--- src/rtl/fetch_pc_select_pkg.sv ---
// Shared y86 definitions: instruction codes and fetch FSM state encodings.
package fetch_pc_select_pkg;

   localparam logic [3:0] ICODE_HALT = 4'h0;
   localparam logic [3:0] ICODE_NOP  = 4'h1;
   localparam logic [3:0] ICODE_JXX  = 4'h7;
   localparam logic [3:0] ICODE_CALL = 4'h8;
   localparam logic [3:0] ICODE_RET  = 4'h9;

   typedef enum logic [1:0] {
      ST_RUN      = 2'd0,
      ST_RET_WAIT = 2'd1,
      ST_HALT     = 2'd2
   } fetch_state_t;

endpackage

--- src/rtl/fetch_pc_select_pc_predict.sv ---
// Next-PC prediction: taken for calls and jumps, fall-through otherwise.
module pc_predict
   import fetch_pc_select_pkg::*;
(
   input  logic [3:0]  i_icode,
   input  logic [63:0] i_valc,
   input  logic [63:0] i_valp,
   output logic [63:0] o_pred
);

   always_comb begin
      o_pred = i_valp;
      if ((i_icode == ICODE_CALL) || (i_icode == ICODE_JXX))
         o_pred = i_valc;
   end

endmodule

--- src/rtl/fetch_pc_select.sv ---
// Fetch PC selection: redirect mux, predicted-PC register and ret/halt FSM.
module fetch_pc_select
   import fetch_pc_select_pkg::*;
(
   input  logic        clk,
   input  logic        rst_n,
   input  logic [3:0]  f_icode,
   input  logic [63:0] f_valC,
   input  logic [63:0] f_valP,
   input  logic        f_valid,
   input  logic        F_stall,
   input  logic [3:0]  M_icode,
   input  logic        M_cnd,
   input  logic [63:0] M_valA,
   input  logic [3:0]  W_icode,
   input  logic [63:0] W_valM,
   output logic [63:0] f_pc,
   output logic [63:0] F_predPC,
   output logic        f_bubble,
   output logic [1:0]  f_state
);

   fetch_state_t r_state;
   fetch_state_t w_next_state;
   fetch_state_t w_fetch_state;
   logic [63:0]  r_pred_pc;
   logic [63:0]  w_pred;
   logic         w_mispredict;
   logic         w_ret_wb;
   logic         w_load;

   assign w_mispredict = (M_icode == ICODE_JXX) && !M_cnd;
   assign w_ret_wb     = (W_icode == ICODE_RET);

   always_comb begin
      f_pc = r_pred_pc;
      if (w_mispredict)
         f_pc = M_valA;
      else if (w_ret_wb)
         f_pc = W_valM;
   end

   pc_predict u_pc_predict (
      .i_icode (f_icode),
      .i_valc  (f_valC),
      .i_valp  (f_valP),
      .o_pred  (w_pred)
   );

   // State a live fetch at f_pc leads to; a bad fetch parks the front end in HALT.
   always_comb begin
      w_fetch_state = ST_RUN;
      if ((f_icode == ICODE_RET) && f_valid)
         w_fetch_state = ST_RET_WAIT;
      else if ((f_icode == ICODE_HALT) || !f_valid)
         w_fetch_state = ST_HALT;
   end

   always_comb begin
      w_next_state = r_state;
      w_load       = 1'b0;
      f_bubble     = 1'b0;
      case (r_state)
         ST_RUN: begin
            if (!F_stall || w_mispredict) begin
               w_load       = 1'b1;
               w_next_state = w_fetch_state;
            end
         end
         ST_RET_WAIT: begin
            if (w_mispredict) begin
               w_load       = 1'b1;
               w_next_state = ST_RUN;
            end else if (w_ret_wb) begin
               // The return target is fetched now, so its own ret/halt counts.
               w_load       = 1'b1;
               w_next_state = w_fetch_state;
            end else begin
               f_bubble     = 1'b1;
            end
         end
         ST_HALT: begin
            if (w_mispredict) begin
               w_load       = 1'b1;
               w_next_state = ST_RUN;
            end else begin
               f_bubble     = 1'b1;
            end
         end
         default: w_next_state = ST_RUN;
      endcase
   end

   always_ff @(posedge clk or negedge rst_n) begin
      if (!rst_n) begin
         r_state   <= ST_RUN;
         r_pred_pc <= '0;
      end else begin
         r_state <= w_next_state;
         if (w_load)
            r_pred_pc <= w_pred;
      end
   end

   assign F_predPC = r_pred_pc;
   assign f_state  = r_state;

endmodule
--- config.mk ---
export PLATFORM = sky130hd
export DESIGN_NAME = fetch_pc_select
export DESIGN_NICKNAME = d
export VERILOG_FILES = /design/src/rtl/fetch_pc_select_pkg.sv /design/src/rtl/fetch_pc_select_pc_predict.sv /design/src/rtl/fetch_pc_select.sv
export SDC_FILE = /design/constraint.sdc
export NUM_CORES = 1
export LEC_CHECK = 0
export BUFFER_PORTS_ARGS = -buffer_cell sky130_fd_sc_hd__buf_2
export CAP_MARGIN = 25
export CORE_AREA = 10 10 147 149
export CTS_CLUSTER_SIZE = 8
export DETAILED_ROUTE_END_ITERATION = 12
export DIE_AREA = 0 0 157 159
export GPL_TIMING_DRIVEN = 0
export PLACE_DENSITY = 0.64
export REMOVE_ABC_BUFFERS = 1
export SLEW_MARGIN = 0
export SYNTH_ARGS = -nofsm -noshare
export SYNTH_HDL_FRONTEND = slang
export SYNTH_SLANG_ARGS = --single-unit
--- constraint.sdc ---
create_clock -name clk -period 2.4 [get_ports clk]
set_input_delay 0.12 -clock clk [delete_from_list [all_inputs] [get_ports clk]]
set_output_delay 0.12 -clock clk [all_outputs]
set_load 0.03 [all_outputs]
==> metrics.md, run 1 <==
| Metric | Value |
|---|---|
| Worst ir drop on vdd | 0.600 mV |
| Layout cells sized above 1 | between 50 and 60% |
| Tot GR Track Use | between 10% and 20% |
| Largest net degree at the start of global routing | 67 |
| CTS Buf Count | 9 |
| #FFs+latches synth | 66 |
| Via count | approximately 5,000 |
| Top-Level Pins | 404 |
| Ys Warns | 0 |
| Congestion Overflow GR | 0 |
| Worst setup EP type | flip-flop |
| Quantity of I/O buffers inserted on ports | ~400 |
| Die width | 157 microns |
| Commonest non-fill, non-tap cells in the layout | buf_2, mux2_1, nand2_1 |
| Reg clk slew, reported paths | approximately 0.06 ns |
| Crit Path Category | flip-flop to flip-flop |
| Final Hold Fails | 0 |
| Mapped Area | between 4000 and 5000 sq um |
| First-pass GRT wire length | 29.8 mm |
| Vias in the first global route | 5,280 |
| Fin crit share | about 92% |
| Worst endpoint required time | ~2.6 ns |
| Skew-Pair Late Insertion Delay | about 0.33 ns |
| Mean Syn Cell Area | roughly 10 sq um |
| Starting Density | around 26% |
| Commonest non-fill, non-tap cell in the layout | buf_2 |
| Fin cells | around 1,100 |
| Placed Area | between 7000 and 8000 sq um |
| CP startpoint kind | flip-flop |
| Fmax | approximately 450 MHz |
| Num rows | 50 |
| Sequential fraction of the synthesis area | 34.7% |
| Worst EP arrival | ~2.4 ns |
| RSZ-0062 raised after global routing | no |
| Residual DRC | 0 |
| Routed len/inst | 18.2 microns |
| Max-Cap Viols | 0 |
| Clock sinks | 66 |
| Max Slew Vio Count | 0 |
| Core Area | 18,600 sq um |
| Crit Path Max Fanout | 14 |
| Worst Tran Pin Value | between 0.9 and 1 ns |
| HP Class | input pin to flip-flop |
| Final setup fails | 0 |
| Fillers | between 1,500 and 2,000 |
| Layout Nets | approximately 1,100 |
| GPL Wtd Cong | ~0.80 |
| Instance count of the mapped netlist | between 400 and 500 |
| Worst Skew | between 0.006 and 0.007 ns |
| Placed cell count | approximately 1,100 |
| Pwr Density | around 1200 nW/um^2 |
| Detail Placement HPWL | ~16 mm |
| Finished Cell Area | around 7400 sq um |
| Vias per cell | 4.56 |
| DR iter-0 viols | about 140 |
| Area growth, synth to finish | 54.5% |
| Clk buf depth | 2 |
| Status | finished clean |
| Total die area | between 20,000 and 25,000 sq um |
| Final WL | just under 20 mm |
| Drt first pass iters | 4 |
| Crit path time final | around 2.2 ns |
| Chip Height | 159 microns |
| CTS tree | yes |
| Synth unique cells | 27 |
| Initial antenna violation count | 1 |
| Slew headroom | a little under two fifths |
| H-tree levels | 3 |
| CTS Root Cell | clkbuf_16 |
| Leak Pwr | 3.49 nW |
| Post-route ant nets | 0 |
| N_diodes | 0 |
## per-stage QoR
step	worst slack [ns]	setup TNS, ns	hold WS [ns]	util, %	power, mW
final	0.190	0	0.107	39.6	8.60
after global placement	-12.27	-1107.11	0.441	36.9	7.28
after CTS	0.0682	0	0.0868	39.6	8.75
after global routing	0.0460	0	0.105	39.6	9.17
after floorplan	-7.99	-751.90	-0.176	-	5.48
after detailed placement	-0.0345	-0.366	0.296	37.8	7.33
## final cells by class
class | count | area [sq um] | area share (%)
Timing Repair Buffer | 414 | 2170 | 29.5
Multi-Input combinational cell | 351 | 2930 | 39.8
Sequential cell | 66 | 1650 | 22.4
Clock inverter | 2 | 37.5 | 0.510
Clock buffer | 12 | 256 | 3.49
Inverter | 5 | 18.8 | 0.255
Tap cell | 234 | 293 | 3.98
## critical path: stages, from the launching register on
cell,delay [ns]
dfrtp_1,0.42
inv_1,0.10
ha_1,0.21
nor2_1,0.08
o311ai_2,0.40
o211a_4,0.25
buf_4,0.26
mux2_2,0.36
## final timing paths
check	slack (ns)	cells past startpoint	from	endpoint
min in group asynchronous	0.47	2	rst_n	F_predPC[35]
worst min-delay path	0.11	3	f_valP[45]	F_predPC[45]
worst max register to register	0.19	7	f_state[0]	F_predPC[32]
max in group asynchronous	1.35	2	rst_n	F_predPC[2]
worst max-delay path	0.19	7	f_state[0]	F_predPC[32]
worst min register to register	0.51	1	F_predPC[10]	F_predPC[10]
## where the power goes
part           internal (mW)  switching [mW]
Sequential              1.68           0.480
Combinational           1.66            3.46
Clock                  0.849           0.468
## cell usage after synthesis
library cell	number	area, sq um
buf_1	1	3.75
nor2_1	4	15.0
nand2b_1	2	12.5
clkbuf_1	10	37.5
buf_6	6	67.6
o211a_1	1	10.0
nand3b_1	1	7.51
nand4_1	1	6.26
o21ai_0	65	325
a21oi_1	3	15.0
o311ai_1	1	8.76
dfrtp_1	66	1650
inv_1	5	18.8
mux2i_1	64	641
buf_4	9	67.6
ha_1	4	50.1
nand2_4	1	11.3
nand4b_1	1	8.76
mux2_2	10	113
nor3b_1	1	7.51
a22oi_1	1	7.51
buf_2	8	40.0
nand4bb_1	1	11.3
nor4bb_1	1	10.0
mux2_1	120	1350
or4b_4	1	13.8
nand2_1	67	251
## routing by layer
metal / vias to the layer above / share of wire (%) / global-route usage [%]
met5: - / 0 / 0
met4: 0 / 1.7 / 5.15
met3: 19 / 12 / 6.15
met2: 270 / 49 / 26.2
met1: 2238 / 37 / 15.9
li1: 2413 / - / -
## flip-flops by register name, summed over array words and instances, names as in the netlist
register / flops
F_predPC: 64
f_state: 2
## what timing repair did
action                                 4_1_cts  5_1_grt
buffers inserted                             1        0
hold buffers                                 1        0
pin swaps                                    1        0
endpoints found under the hold margin       66        0
setup endpoints to repair                   33       15
cloned                                       1        0
gates resized for setup                      1        1
## cells by family after synthesis
| family | Yosys count | synth area share, % |
|---|---|---|
| buffers and inverters | 39 | 4.94 |
| DFF | 66 | 34.7 |
| muxes | 194 | 44.2 |
| and+or+nand+nor | 81 | 7.46 |
| adders and majority gates | 4 | 1.05 |
| AOI/OAI and AO/OA | 71 | 7.70 |
Note: power is estimated with default switching activity, not from simulation.
==> run 2: changes to the inputs <==
--- a/config.mk
+++ b/config.mk
@@ -7,12 +7,12 @@
 export LEC_CHECK = 0
 export BUFFER_PORTS_ARGS = -buffer_cell sky130_fd_sc_hd__buf_2
 export CAP_MARGIN = 25
-export CORE_AREA = 10 10 147 149
+export CORE_AREA = 2 2 156 158
 export CTS_CLUSTER_SIZE = 8
 export DETAILED_ROUTE_END_ITERATION = 12
-export DIE_AREA = 0 0 157 159
+export DIE_AREA = 0 0 158 160
 export GPL_TIMING_DRIVEN = 0
-export PLACE_DENSITY = 0.64
+export PLACE_DENSITY = 0.55
 export REMOVE_ABC_BUFFERS = 1
 export SLEW_MARGIN = 0
 export SYNTH_ARGS = -nofsm -noshare
==> run 2 against run 1 <==
Against the previous run: sequential share of layout area down 0.38 points; clock power grew 8%; design area is 1.8% higher; power about the same; first-iteration DRC count decreased by 11%; worst hold slack hardly changed; fmax decreased by 6.2%; critical path depth is the same; core utilization shrank 8.1 points; flip-flop and latch count stayed put; highest routed layer unchanged.
==> metrics.md, run 2 (synthesized netlist as in run 1, its figures left out) <==
| Metric | Value |
|---|---|
| Slowest CP cell | o211a_4 |
| CP startpoint kind | flip-flop |
| Crit path cell chain | inv_2 > ha_2 > nor2_1 > o311ai_2 > o211a_4 > buf_12 > mux2_2 |
| Worst setup EP type | flip-flop |
| Crit Path Max Fanout | 34 |
| Clock sinks | 66 |
| HP Class | input pin to flip-flop |
| H-tree levels | 3 |
| Slew headroom | about two fifths |
| Crit Path Category | flip-flop to flip-flop |
| Post-route ant nets | 0 |
| Clk buf depth | 2 |
| Max-Cap Viols | 0 |
| RSZ-0062 raised after global routing | yes |
| Total die area | between 20,000 and 30,000 sq um |
| Status | finished clean |
| Fmax | between 400 and 500 MHz |
| Worst Skew | approximately 0.009 ns |
| Total Power | 8.60 mW |
| CTS Buf Count | 9 |
| N_diodes | 0 |
| Tot GR Track Use | between 10% and 20% |
| Fin crit share | a little over nine tenths |
| Routed len/inst | between 10 and 15 microns |
| Final WL | ~16 mm |
| Commonest non-fill, non-tap cell in the layout | buf_2 |
| Placed cell count | approximately 1,200 |
| Largest net degree at the start of global routing | between 60 and 70 |
| Chip Height | around 160 microns |
| Vias in the first global route | 4,865 |
| Fin cells | 1,175 |
| GPL Wtd Cong | between 0.7 and 0.8 |
| Buf/Inv on CP | 2 |
| Core Area | 23,800 sq um |
| CTS Root Cell | clkbuf_16 |
| Commonest non-fill, non-tap cells in the layout | buf_2, mux2_1, nand2_1 |
| Worst Tran Pin Value | approximately 0.93 ns |
| Crit-path leading delay family | compound AO/OA/AOI/OAI gates |
| Num rows | 57 |
| Starting Density | 20.0% |
| WHS | 0.107 ns |
| Die width | between 150 and 200 microns |
| Drt first pass iters | 4 |
| Quantity of I/O buffers inserted on ports | ~400 |
| Max reg flops | 64 |
| Worst EP arrival | approximately 2.6 ns |
| Crit path largest cell delay | 0.53 ns |
| Max Slew Vio Count | 0 |
| Detail Placement HPWL | around 13 mm |
| CTS tree | yes |
| First-pass GRT wire length | ~24 mm |
| Skew-Pair Late Insertion Delay | approximately 0.33 ns |
| Final Hold Fails | 0 |
| Crit path time final | ~2.4 ns |
| Pwr Density | ~1100 nW/um^2 |
| Worst endpoint required time | approximately 2.6 ns |
| Leak Pwr | between 3 and 4 nW |
| Top-Level Pins | 404 |
| Finished Cell Area | between 7000 and 8000 sq um |
| Post-Route Utilization | 31.4% |
| Vias per cell | about 4.2 |
| DR iter-0 viols | 120 |
| Initial antenna violation count | 0 |
| Area growth, synth to finish | 57.3% |
| Layout Nets | 1,123 |
| Placed Area | 7160 sq um |
| Via count | slightly below 5,000 |
| Layout cells sized above 1 | a little over half |
| Reg clk slew, reported paths | approximately 0.060 ns |
| Residual DRC | 0 |
| Worst ir drop on vdd | roughly 0.59 mV |
| Congestion Overflow GR | 0 |
| Final setup fails | 0 |
[run 2: changes by cell type in the layout (fill, tap and decap cells not counted), sizes merged]
cell,change
clkinv,+1
bufinv,+1
o211a,-1
[run 2: report_power, final]
part / leakage (nW) / switching, mW / internal (mW)
Combinational: 2.56 / 3.35 / 1.65
Clock: 0.147 / 0.512 / 0.913
Sequential: 0.782 / 0.478 / 1.68
Total: 3.49 / 4.34 / 4.25
[run 2: through the flow]
stage | worst slack [ns] | TNS (ns)
floorplan | -7.99 | -751.90
global placement | -12.74 | -1148.36
detailed placement | -0.0930 | -2.43
CTS | 0.0103 | 0
global route | -0.0872 | -1.90
finish | 0.0454 | 0
[run 2: per-layer routing]
layer | share of wire, % | track usage [%] | vias to the layer above
met3 | 7.1 | 2.82 | 11
li1 | - | - | 2409
met5 | 0 | 0 | -
met1 | 40 | 13.5 | 2241
met2 | 52 | 23.6 | 217
met4 | 0.99 | 3.32 | 0
[run 2: what timing repair did]
item | in CTS | in global routing
pin swaps | 1 | 0
endpoints found under the setup margin | 34 | 34
gates resized for setup | 3 | 1
hold endpoints to repair | 66 | 0
gates cloned | 0 | 0
hold buffers | 1 | 0
buffers inserted | 0 | 0
[run 2: worst paths after layout]
path | from | end | slack [ns] | cells after the start
setup reg to reg | f_state[0] | F_predPC[33] | 0.05 | 7
hold reg to reg | F_predPC[38] | F_predPC[38] | 0.51 | 1
max in group asynchronous | rst_n | F_predPC[24] | 1.76 | 3
hold / removal | f_valP[45] | F_predPC[45] | 0.11 | 3
min in group asynchronous | rst_n | F_predPC[17] | 0.31 | 3
setup / recovery | f_state[0] | F_predPC[33] | 0.05 | 7
[run 2: final cells by class]
type                    count  area [sq um]
multi-input cells         350          2920
repair buffers            414          2180
clock buffers              12           236
clock inverters             4          76.3
well taps                 324           405
inverters                   5          18.8
fillers                  2541         16300
flip-flops and latches     66          1650
[run 2: worst reg2reg max path: stages (launching register included)]
cell	delay, ns
dfrtp_1	0.44
inv_2	0.09
ha_2	0.20
nor2_1	0.06
o311ai_2	0.24
o211a_4	0.53
buf_12	0.28
mux2_2	0.40
